**config.mk**
```make
export PLATFORM = sky130hd
export DESIGN_NAME = mem_bus_arbiter_flat
export DESIGN_NICKNAME = d
export VERILOG_FILES = /design/src/rtl/mem_bus_arbiter_if.sv /design/src/rtl/mem_bus_arbiter.sv /design/src/flat_wrapper.sv
export SDC_FILE = /design/constraint.sdc
export NUM_CORES = 1
export LEC_CHECK = 0
export ABC_AREA = 1
export CORE_MARGIN = 2
export CORE_UTILIZATION = 39
export DETAILED_ROUTE_END_ITERATION = 16
export HOLD_SLACK_MARGIN = 0.1
export MAX_ROUTING_LAYER = met4
export PLACE_DENSITY = 0.81
export SLEW_MARGIN = 20
export SYNTH_ARGS = -nofsm -noshare
export SYNTH_HDL_FRONTEND = slang
export SYNTH_SLANG_ARGS = --single-unit
export TNS_END_PERCENT = 1
```
**constraint.sdc**
```tcl
create_clock -name clk -period 1.53 [get_ports clk]
set_input_delay 0.306 -clock clk [delete_from_list [all_inputs] [get_ports clk]]
set_output_delay 0.306 -clock clk [all_outputs]
set_load 0.05 [all_outputs]
```
**src/rtl/mem_bus_arbiter_if.sv**
```systemverilog
// Request/response bundle between the fetch port, the mem-stage port and the single-port RAM.
// master is the arbiter's view; slave is the requester/RAM side.
interface mem_bus_arbiter_if #(
  parameter int ADDR_W = 32,
  parameter int DATA_W = 32
);
  logic                  if_req;
  logic [ADDR_W-1:0]     if_addr;
  logic [DATA_W-1:0]     if_rdata;
  logic                  if_ack;
  logic                  if_stall;
  logic                  mem_req;
  logic [ADDR_W-1:0]     mem_addr;
  logic [DATA_W/8-1:0]   mem_we;
  logic [DATA_W-1:0]     mem_wdata;
  logic [DATA_W-1:0]     mem_rdata;
  logic                  mem_ack;
  logic                  mem_stall;
  logic                  ram_ce;
  logic [ADDR_W-1:0]     ram_addr;
  logic [DATA_W/8-1:0]   ram_we;
  logic [DATA_W-1:0]     ram_wdata;
  logic [DATA_W-1:0]     ram_rdata;

  modport master (
    input  if_req, if_addr, mem_req, mem_addr, mem_we, mem_wdata, ram_rdata,
    output if_rdata, if_ack, if_stall, mem_rdata, mem_ack, mem_stall,
           ram_ce, ram_addr, ram_we, ram_wdata
  );

  modport slave (
    output if_req, if_addr, mem_req, mem_addr, mem_we, mem_wdata, ram_rdata,
    input  if_rdata, if_ack, if_stall, mem_rdata, mem_ack, mem_stall,
           ram_ce, ram_addr, ram_we, ram_wdata
  );
endinterface

```
**src/rtl/mem_bus_arbiter.sv**
```systemverilog
// Arbitrates fetch and mem-stage requests onto one single-port RAM (IDLE -> ACCESS -> RESP).
// Define MEM_ARB_RR_EN for round-robin on simultaneous requests; default is mem-port priority.
module mem_bus_arbiter #(
  parameter int ADDR_W = 32,
  parameter int DATA_W = 32
) (
  input logic              clk,
  input logic              rst,
  mem_bus_arbiter_if.master bus
);

  localparam int BE_W = DATA_W / 8;

  typedef enum logic [1:0] {
    IDLE   = 2'd0,
    ACCESS = 2'd1,
    RESP   = 2'd2
  } state_t;

  state_t              state;
  logic                owner_mem;
  logic [DATA_W-1:0]   if_rdata_hold;
  logic [DATA_W-1:0]   mem_rdata_hold;
  logic                cand_if;
  logic                cand_mem;
  logic                grant_valid;
  logic                grant_mem;
  logic                resp_read;
`ifdef MEM_ARB_RR_EN
  logic                last_mem;
`endif

  // Grant decision; the port being acked in RESP may not win again immediately.
  always_comb begin
    cand_if  = bus.if_req;
    cand_mem = bus.mem_req;
    if (state == RESP) begin
      if (owner_mem) begin
        cand_mem = 1'b0;
      end else begin
        cand_if = 1'b0;
      end
    end else begin
      cand_if  = bus.if_req;
      cand_mem = bus.mem_req;
    end
    grant_valid = ((state == IDLE) || (state == RESP)) && (cand_if || cand_mem);
`ifdef MEM_ARB_RR_EN
    if (cand_if && cand_mem) begin
      grant_mem = ~last_mem;
    end else begin
      grant_mem = cand_mem;
    end
`else
    grant_mem = cand_mem;
`endif
  end

  // RAM read data is only valid in RESP, so it is steered straight out alongside the ack.
  assign resp_read     = (state == RESP) && (bus.ram_we == {BE_W{1'b0}});
  assign bus.if_rdata  = (resp_read && !owner_mem) ? bus.ram_rdata : if_rdata_hold;
  assign bus.mem_rdata = (resp_read &&  owner_mem) ? bus.ram_rdata : mem_rdata_hold;
  assign bus.if_stall  = bus.if_req  & ~bus.if_ack;
  assign bus.mem_stall = bus.mem_req & ~bus.mem_ack;

  // Arbiter FSM with registered RAM command and acks.
  always_ff @(posedge clk) begin
    if (rst) begin
      state          <= IDLE;
      owner_mem      <= 1'b0;
      bus.ram_ce     <= 1'b0;
      bus.ram_addr   <= {ADDR_W{1'b0}};
      bus.ram_we     <= {BE_W{1'b0}};
      bus.ram_wdata  <= {DATA_W{1'b0}};
      bus.if_ack     <= 1'b0;
      bus.mem_ack    <= 1'b0;
      if_rdata_hold  <= {DATA_W{1'b0}};
      mem_rdata_hold <= {DATA_W{1'b0}};
`ifdef MEM_ARB_RR_EN
      last_mem       <= 1'b0;
`endif
    end else begin
      bus.ram_ce  <= 1'b0;
      bus.if_ack  <= 1'b0;
      bus.mem_ack <= 1'b0;
      case (state)
        IDLE, RESP: begin
          if (resp_read) begin
            if (owner_mem) begin
              mem_rdata_hold <= bus.ram_rdata;
            end else begin
              if_rdata_hold <= bus.ram_rdata;
            end
          end
          if (grant_valid) begin
            state      <= ACCESS;
            bus.ram_ce <= 1'b1;
            owner_mem  <= grant_mem;
`ifdef MEM_ARB_RR_EN
            last_mem   <= grant_mem;
`endif
            if (grant_mem) begin
              bus.ram_addr  <= bus.mem_addr;
              bus.ram_we    <= bus.mem_we;
              bus.ram_wdata <= bus.mem_wdata;
            end else begin
              bus.ram_addr  <= bus.if_addr;
              bus.ram_we    <= {BE_W{1'b0}};
              bus.ram_wdata <= {DATA_W{1'b0}};
            end
          end else begin
            state <= IDLE;
          end
        end
        ACCESS: begin
          state <= RESP;
          if (owner_mem) begin
            bus.mem_ack <= 1'b1;
          end else begin
            bus.if_ack <= 1'b1;
          end
        end
        default: begin
          state <= IDLE;
        end
      endcase
    end
  end

endmodule

```
**src/flat_wrapper.sv**
```systemverilog
// flat-port wrapper written by rule: the top's interface ports become plain ports
module mem_bus_arbiter_flat 
#(
  parameter int ADDR_W = 32,
  parameter int DATA_W = 32
)
  (clk, rst, bus_if_req, bus_if_addr, bus_mem_req, bus_mem_addr, bus_mem_we, bus_mem_wdata, bus_ram_rdata, bus_if_rdata, bus_if_ack, bus_if_stall, bus_mem_rdata, bus_mem_ack, bus_mem_stall, bus_ram_ce, bus_ram_addr, bus_ram_we, bus_ram_wdata);
  mem_bus_arbiter_if #(.ADDR_W(ADDR_W), .DATA_W(DATA_W)) bus_i ();
  input logic clk;
  input logic rst;
  input wire logic [$bits(bus_i.if_req)-1:0] bus_if_req;
  input wire logic [$bits(bus_i.if_addr)-1:0] bus_if_addr;
  input wire logic [$bits(bus_i.mem_req)-1:0] bus_mem_req;
  input wire logic [$bits(bus_i.mem_addr)-1:0] bus_mem_addr;
  input wire logic [$bits(bus_i.mem_we)-1:0] bus_mem_we;
  input wire logic [$bits(bus_i.mem_wdata)-1:0] bus_mem_wdata;
  input wire logic [$bits(bus_i.ram_rdata)-1:0] bus_ram_rdata;
  output wire logic [$bits(bus_i.if_rdata)-1:0] bus_if_rdata;
  output wire logic [$bits(bus_i.if_ack)-1:0] bus_if_ack;
  output wire logic [$bits(bus_i.if_stall)-1:0] bus_if_stall;
  output wire logic [$bits(bus_i.mem_rdata)-1:0] bus_mem_rdata;
  output wire logic [$bits(bus_i.mem_ack)-1:0] bus_mem_ack;
  output wire logic [$bits(bus_i.mem_stall)-1:0] bus_mem_stall;
  output wire logic [$bits(bus_i.ram_ce)-1:0] bus_ram_ce;
  output wire logic [$bits(bus_i.ram_addr)-1:0] bus_ram_addr;
  output wire logic [$bits(bus_i.ram_we)-1:0] bus_ram_we;
  output wire logic [$bits(bus_i.ram_wdata)-1:0] bus_ram_wdata;
  assign bus_i.if_req = bus_if_req;
  assign bus_i.if_addr = bus_if_addr;
  assign bus_i.mem_req = bus_mem_req;
  assign bus_i.mem_addr = bus_mem_addr;
  assign bus_i.mem_we = bus_mem_we;
  assign bus_i.mem_wdata = bus_mem_wdata;
  assign bus_i.ram_rdata = bus_ram_rdata;
  assign bus_if_rdata = bus_i.if_rdata;
  assign bus_if_ack = bus_i.if_ack;
  assign bus_if_stall = bus_i.if_stall;
  assign bus_mem_rdata = bus_i.mem_rdata;
  assign bus_mem_ack = bus_i.mem_ack;
  assign bus_mem_stall = bus_i.mem_stall;
  assign bus_ram_ce = bus_i.ram_ce;
  assign bus_ram_addr = bus_i.ram_addr;
  assign bus_ram_we = bus_i.ram_we;
  assign bus_ram_wdata = bus_i.ram_wdata;
  mem_bus_arbiter #(.ADDR_W(ADDR_W), .DATA_W(DATA_W)) u_core (.clk(clk), .rst(rst), .bus(bus_i));
endmodule
```
* After elaboration in Yosys (flattened, before gate mapping) *
Cells that the tools add are included.
Widths: inputs -> output; s select.

storage, ports and cells
  register bits after elaboration = 138
  bits in latches = 0
  bits in writable memories = 0
  ROM bits = 0
  input bits = 136
  output and inout port bits = 137
  word-level logic and storage cells = 48
  memories = 0

cells by class
  $add $sub $neg = 0
  multiply operators = 0
  divide/modulo/power cells = 0
  $lt $le $gt $ge = 0
  equal/unequal tests = 2
  shift-type cells = 0
  multiplexer cells = 14
  bitwise logic cells = 7
  reduce and logical (&&, ||, !) cells = 15

operators by type and width
  operator            number
  $mux 32             4
  $mux 1              8
  $reduce_and 3->1    2
  $reduce_or 2->1     3
  $not 1->1           5
  $logic_and 1x1->1   4
  $logic_not 4->1     1
  $mux 4              1
  $pmux 2 s2          1
  $and 1x1->1         2
  $eq 2x1->1 const B  1
  $eq 2x2->1 const B  1
  $logic_not 2->1     1
  $logic_or 1x1->1    2
  $reduce_and 2->1    1
  $logic_not 1->1     1

* Longest topological paths before layout *
Gate-level depths: netlist of the first run.

  word-level depth = 6
  gate-level depth with buffers = 9
  mapped depth without buffers = 7

* Worst setup path after synthesis of the first run *
OpenSTA, ideal clock, no wires.

  path kind = input to output
  start point = input port bus_mem_req
  end point = output port bus_mem_stall
  data arrival time = 1.640 ns
  data required time = 1.224 ns
  setup slack = -0.416 ns
  stages = 5
  buffers on the path = 3
  cell sequence = buf_2 -> buf_2 -> buf_1 -> inv_1 -> nor2_1

between the ends
  cells in the longest elaborated chain, start to end = 1

ends and longest elaborated chain
  item                RTL line               source
  start: declaration  flat_wrapper.sv:13     input wire logic [$bits(bus_i.mem_req)-1:0] bus_mem_req;
  $and 1x1->1         mem_bus_arbiter.sv:64  assign bus.mem_stall = bus.mem_req & ~bus.mem_ack;
  end: declaration    flat_wrapper.sv:23     output wire logic [$bits(bus_i.mem_stall)-1:0] bus_mem_stall;

No other way between the ends.

* Worst setup path after layout of the first run *
  start point = register u_core.bus.ram_we[2] (netlist bit)
  end point = output port bus_if_rdata[21]

between the ends
  cells in the longest elaborated chain, start to end = 4

ends and longest elaborated chain
  item                      RTL line                  source
  start: declaration        mem_bus_arbiter_if.sv:28  ram_ce, ram_addr, ram_we, ram_wdata
  start signal: assignment  mem_bus_arbiter.sv:73     bus.ram_we <= {BE_W{1'b0}};
  start signal: assignment  mem_bus_arbiter.sv:104    bus.ram_we <= bus.mem_we;
  start signal: assignment  mem_bus_arbiter.sv:108    bus.ram_we <= {BE_W{1'b0}};
  $logic_not 4->1           mem_bus_arbiter.sv:60     assign resp_read = (state == RESP) && (bus.ram_we == {BE_W{1'b0}});
  $logic_and 1x1->1         mem_bus_arbiter.sv:60
  $logic_and 1x1->1         mem_bus_arbiter.sv:61     assign bus.if_rdata = (resp_read && !owner_mem) ? bus.ram_rdata : if_rdata_hold;
  $mux 32                   mem_bus_arbiter.sv:61
  end: declaration          flat_wrapper.sv:18        output wire logic [$bits(bus_i.if_rdata)-1:0] bus_if_rdata;

No other way between the ends.

==> metrics, run 1 <==
Synth Area in Adders=0%; CP endpoint kind=output port; total grt overflow=0; CTS sink count=about 140; dpl hpwl=16200 um; failing checks=negative setup slack; WL/cell=15.0 um; Syn Std Cell Area=between 6000 and 7000 sq um; largest family of logic cells by synthesized area=simple AND/OR/NAND/NOR gates; fmax=~470 MHz; CP max-delay cell=dfxtp_4; area post-placement=about 11000 sq um; Num CTS Buffers=17; Initial DRC Count=476; Ports=about 270; final period utilization=138%; Worst slew margin=between 70% and 80%; Mean Syn Cell Area=between 6 and 7 sq um; WP data required=1.22 ns; WP buf/inv=4; core area=between 15000 and 20000 sq um; synth top area cells=dfxtp_1 (42%), nand2_1 (13%), nand3_1 (13%), inv_1 (11%), nor2_1 (7.9%); multiplexer share of the synthesized area=0%; final hold slack=approximately 0.25 ns; CP Cell Sequence=nor2_4 -> nand2_2 -> nor2_4 -> buf_12 -> buf_12 -> nand3_1 -> nand2_2 -> inv_1 -> buf_6; Final Non-Filler Cells=~1600; TritonCTS clock tree=yes; layout cells sized above 1=about 26%; DRT Wirelength=between 20000 and 25000 um; H-tree levels=4; DRT Pass-1 Iters=6; total track usage=26.2%; clk_lat worst skew=0.41 ns; Starting Density=between 30 and 40%; share of the synthesized area in the top cell type=about 42%; Post-DRT Antenna Nets=0; Placed Cells incl. Taps=1517; Clock Path Buffers=2; final worst slack=-0.578 ns; Die Span Y=between 100 and 150 um; WS Path Type=reg -> out; Final Critical Period=between 2 and 2.5 ns; Area Overhead vs Synth=81.6%; nets=approximately 1500; final design utilization=71.9%; Vias/cell=4.80; Die Wd=between 100 and 150 um; outcome=finished, violations left; first-pass GRT wire length=between 30000 and 40000 um; # rows=47; pwr dens=981 nW/um^2; max-slew violation count=0; # DRC=0; Max VDD drop=between 0.0008 and 0.0009 V; simple-gate share of the synthesized area=between 30% and 40%; post-synthesis compound-gate area fraction=under 10%; delay-heaviest family, CP=simple AND/OR/NAND/NOR gates; CP Data Arrival Time=roughly 1.8 ns; Fin Setup TNS=-34.16 ns; clock skew=around 0.0094 ns; number of diodes=0; die area=about 18000 sq um; Post-Synth XOR/XNOR Area=0%; sequential area share after synthesis=42.2%; I/O Buffers=~270; hold buffer count at CTS=0; Post-Syn Nets=~1200; vias in the first global route=~7400; crit path launch type=flip-flop; Yosys warning count=0; critical path peak fanout=7; Yosys reg bits=between 100 and 150; Final Hold Fails=0; initial antenna violation count=0; largest net degree at the start of global routing=52; post-route cell area=~12000 sq um; cells after synthesis=1023; routed vias=approximately 7500; HP Class=in -> reg; Setup violations, final=65; Leakage=about 0.0058 uW; biggest area consumer among synthesized cells=dfxtp_1; slew of the pin with the lowest slew margin=0.399 ns; post-synthesis cell type count=20; RSZ-0062 raised after global routing=yes; clk slew on worst S/H paths=about 0.060 ns; Root Driver=clkbuf_16; slowest stage delay, CP=about 0.35 ns; Reg2Reg Setup Slack=-0.51 ns; maxcap violations=0; GP Congestion=~0.86
## worst paths after layout
path,startpoint,end,depth (start not counted)
min,rst,u_core.if_rdata_hold[26]$_SDFFE_PP0P_,2
min reg2reg,u_core.bus.ram_wdata[30]$_SDFFE_PP0P_,u_core.bus.ram_wdata[30]$_SDFFE_PP0P_,2
max reg2reg,u_core.bus.ram_we[2]$_SDFFE_PP0P_,u_core.mem_rdata_hold[20]$_SDFFE_PP0P_,14
max,u_core.bus.ram_we[2]$_SDFFE_PP0P_,bus_if_rdata[21],9
## synthesized netlist by cell type
cell type	instances
nor3_1	1
nand2_2	3
buf_1	7
inv_2	2
nand4_1	36
a21oi_1	37
clkinv_2	1
nand4_2	2
buf_2	33
nor2_4	1
clkbuf_1	29
nor2_1	137
dfxtp_1	138
nand2_1	229
nand3_1	164
nand3_2	2
nand3_4	1
buf_4	3
buf_6	1
inv_1	196
## power by group
part	internal [uW]	total [uW]	switching, uW
clock network	2760	4280	1520
logic	1510	3420	1910
registers	3800	3960	155
## repair_timing
action / in CTS / in global routing
buffers inserted: 13 / 0
setup endpoints to repair: 122 / 121
endpoints found under the hold margin: 0 / 0
cloned: 3 / 1
resized for setup: 66 / 45
pin swaps: 29 / 24
## cells by family (layout without fill, tap and decap cells)
family,Yosys count,count (layout)
AOI/OAI and AO/OA,37,37
buffers and inverters,272,593
DFF,138,138
and+or+nand+nor,576,576
## layout by cell type, fill, tap and decap left out, types with 2 or more instances in the layout
| master | instances |
|---|---|
| nor2_4 | 4 |
| nand3_4 | 2 |
| buf_6 | 34 |
| inv_2 | 22 |
| nor2_1 | 133 |
| clkbuf_8 | 6 |
| a21oi_1 | 37 |
| buf_4 | 83 |
| bufinv_16 | 2 |
| clkbuf_16 | 19 |
| clkdlybuf4s50_1 | 133 |
| inv_1 | 175 |
| nand3_2 | 11 |
| nand3_1 | 154 |
| buf_12 | 109 |
| nand2_2 | 34 |
| nand4_1 | 36 |
| nand2_1 | 197 |
| dfxtp_1 | 132 |
| clkinv_2 | 3 |
| clkinvlp_4 | 2 |
| dfxtp_4 | 5 |
| clkbuf_1 | 3 |
## layout make-up
type | instances | area (sq um)
fillers | 1229 | 4640
clock buffers | 27 | 544
clock inverters | 5 | 77.6
flip-flops and latches | 138 | 2780
repair buffers | 362 | 4580
multi-input cells | 613 | 2880
inverters | 199 | 752
well taps | 220 | 275
## through the flow
stage | worst slack, ns | power [uW]
3_5_place_dp | -0.207 | 7290
3_3_place_gp | -0.137 | 7240
6_report | -0.578 | 11700
2_1_floorplan | -0.153 | 5700
4_1_cts | -0.604 | 11700
5_1_grt | -0.675 | 12100
## registers in the layout, indices dropped and copies added (netlist names), 2 cells and up
register               count
u_core.if_rdata_hold      32
u_core.bus.ram_wdata      32
u_core.bus.ram_we          4
u_core.bus.ram_addr       32
u_core.mem_rdata_hold     32
u_core.state               2
## layer usage
layer	vias up	global-route usage (%)	wire, um
met1	3438	30.0	9500
met4	0	12.6	957
met5	-	-	0
li1	3722	-	-
met3	70	4.38	1170
met2	275	44.7	11800
Note: power is estimated with default switching activity, not from simulation.
==> inputs of run 2 (changes only) <==
CTS_CLUSTER_SIZE = 12   (was unset)
==> results of run 2 <==
Final layout, timing and power as in run 1 (identical DEF).
==> inputs of run 3 (changes only) <==
SETUP_SLACK_MARGIN = 0.2   (was unset)
==> run 3 against run 2 <==
Against the previous run: the flow still finishes with violations (negative setup slack); count of clock-buffer cells in the layout did not move; combinational power rose by 2%; global-route usage rose by 0.16 points; utilization rose by 1.5 points; non-clock buffer count rose by 3; die area did not move; fmax fell by 2.7%; sequential share of layout area fell by 0.42 points; flip-flop and latch count did not move; via count rose by 0.48%; clock skew barely moved; cell area rose by 2.0%; highest routed layer unchanged.
==> metrics, run 3 (synthesis gave the netlist of run 1 again) <==
P_int=8120 uW (+0.49%); Die Wd=134 um (unchanged); DRT Pass-1 Iters=6 (unchanged); WP data required=1.22 ns (about the same); Comb pwr share=29.8% (+0.5 points); CP Data Arrival Time=1.86 ns (+0.06 ns); Clock Path Buffers=2 (unchanged); final worst slack=-0.636 ns (-0.0576 ns); hold path start=rst; DRT Wirelength=23700 um (+1.4%); total track usage=26.4% (+0.16 points); max-slew violation count=0 (unchanged); Area Overhead vs Synth=85.2%; Leakage=0.00591 uW (+1.2%); maxcap violations=0 (unchanged); # DRC=0 (unchanged); Hold Path Sink=u_core.if_rdata_hold[27]$_SDFFE_PP0P_; WHS Path Cells=2 (unchanged); failing checks=negative setup slack; Placed Cells incl. Taps=1517 (unchanged); Setup violations, final=67 (+3.1%); RSZ-0062 raised after global routing=yes; reg2reg end=u_core.mem_rdata_hold[20]$_SDFFE_PP0P_; pwr dens=968 nW/um^2 (-1.3%); clock network fraction of total power=36.5% (-0.2 points); nets=1470 (+0.20%); first-pass GRT wire length=36600 um (+0.34%); WL/cell=15.1 um (+1.1%); Sequential Power Share=33.7% (-0.2 points); H-tree levels=4 (unchanged); GP Congestion=0.861 (unchanged); critical path peak fanout=6 (-1); Switch Pwr=3630 uW (+1.1%); CTS sink count=138 (unchanged); slew of the pin with the lowest slew margin=0.417 ns (+0.0178 ns); reg-to-reg critical path startpoint=u_core.bus.ram_we[2]$_SDFFE_PP0P_; clk_lat worst skew=0.41 ns (about the same); area post-placement=10800 sq um (unchanged); Root Driver=clkbuf_16; Vias/cell=4.81 (+0.22%); fmax=462 MHz (-2.7%); Worst Reg2Reg Path Length in Cells=14 (unchanged); vias in the first global route=7448 (+0.013%); CP endpoint kind=output port; Final Non-Filler Cells=1568 (+0.26%); Starting Density=39.6% (unchanged); largest net degree at the start of global routing=52 (unchanged); commonest non-fill, non-tap cell in the layout=nand2_1; Ports=273 (unchanged); Max VDD drop=0.000796 V (-2.2%); outcome=finished, violations left; Post-DRT Antenna Nets=0 (unchanged); # rows=47 (unchanged); total grt overflow=0 (unchanged); I/O Buffers=272 (unchanged); Final Critical Period=2.17 ns (+0.0576 ns); WS Path Type=reg -> out; Worst slew margin=72.2% (-1.2 points); clk slew on worst S/H paths=0.06 ns (about the same); Worst Setup SP=u_core.bus.ram_we[0]$_SDFFE_PP0P_; Die Span Y=134 um (unchanged); Initial DRC Count=484 (+1.7%); TritonCTS clock tree=yes; Reg2Reg Setup Slack=-0.51 ns (about the same); final period utilization=142% (+3.8 points); HP Class=in -> reg; clock skew=0.00912 ns (-0.000320 ns); Sw Ratio=30.9% (+0.14 points); hold buffer count at CTS=0 (unchanged); final hold slack=0.248 ns (-0.00512 ns); post-route cell area=12100 sq um (+2.0%); initial antenna violation count=1 (+1); commonest cells after routing, fill and taps aside=nand2_1 (194), inv_1 (176), nand3_1 (136), nor2_1 (133), clkdlybuf4s50_1 (132); fill count=1212 (-1.4%); Num CTS Buffers=17 (unchanged); final design utilization=73.4% (+1.5 points); Place WS=-0.207 ns (unchanged); Final Hold Fails=0 (unchanged); core area=16500 sq um (unchanged); layout cells sized above 1=27.6% (+2.1 points); die area=17800 sq um (unchanged); crit path launch type=flip-flop; routed vias=7541 (+0.48%); dpl hpwl=16200 um (unchanged)
run 3: cell types whose count changed in the layout (fill, tap and decap cells not counted), moves of 2 or more:
cell / previous run / this run
buf_8: 0 / 2
a21oi_2: 0 / 4
nand2_1: 197 / 194
buf_4: 83 / 78
buf_16: 1 / 4
a21oi_1: 37 / 33
buf_6: 34 / 38
nand3_2: 11 / 28
dfxtp_1: 132 / 130
nand3_1: 154 / 136
nand2_4: 1 / 3
run 3: worst max-delay path by stage:
| stage | to | cells past startpoint |
|---|---|---|
| global route | bus_mem_rdata[23] | 10 |
| floorplan | bus_if_rdata[23] | 7 |
| global placement | bus_if_rdata[0] | 8 |
| detailed placement | bus_mem_rdata[1] | 8 |
| finish | bus_mem_rdata[25] | 10 |
| CTS | bus_mem_rdata[20] | 10 |
run 3: power groups by stage:
| stage | clock network, uW | logic [uW] | registers, uW |
|---|---|---|---|
| global route | 4470 | 3710 | 3980 |
| global placement | 0 | 3220 | 4020 |
| finish | 4280 | 3500 | 3960 |
| detailed placement | 0 | 3260 | 4030 |
| floorplan | 0 | 1210 | 4490 |
| CTS | 4330 | 3430 | 3960 |
run 3: area by class of cell:
| class | instances | area (sq um) | share of cell area [%] |
|---|---|---|---|
| Antenna cell | 1 | 2.50 | 0.0206 |
| Clock buffer | 27 | 544 | 4.49 |
| Clock inverter | 5 | 77.6 | 0.640 |
| Inverter | 199 | 752 | 6.20 |
| Multi-Input combinational cell | 613 | 3010 | 24.9 |
| Sequential cell | 138 | 2790 | 23.0 |
| Tap cell | 220 | 275 | 2.27 |
| Timing Repair Buffer | 365 | 4680 | 38.5 |
run 3: what timing repair did:
item	CTS	global route
buffers inserted	13	1
pin swaps	36	48
endpoints found under the hold margin	0	0
gates resized for setup	94	58
cloned	3	1
setup endpoints to repair	196	199
run 3: worst max-delay path, cell delays in order (launching register included):
cell,delay [ns]
dfxtp_4,0.35
nor2_4,0.12
nand2_2,0.08
nor2_4,0.14
buf_12,0.15
buf_8,0.12
clkbuf_16,0.14
nand3_1,0.07
nand2_2,0.09
inv_2,0.05
buf_12,0.14
run 3: metal layers:
metal  wire (um)  global-route usage [%]  vias up
met3        1060                    4.38       72
met4         937                    12.6        0
met2       12000                    45.1      260
met1        9750                    30.2     3479
li1            -                       -     3730
met5           0                       -        -
run 3: stage by stage:
stage / TNS, ns / power, uW
global route: -43.50 / 12200
detailed placement: -14.93 / 7290
finish: -36.05 / 11700
global placement: -10.29 / 7240
CTS: -34.80 / 11700
floorplan: -8.76 / 5700
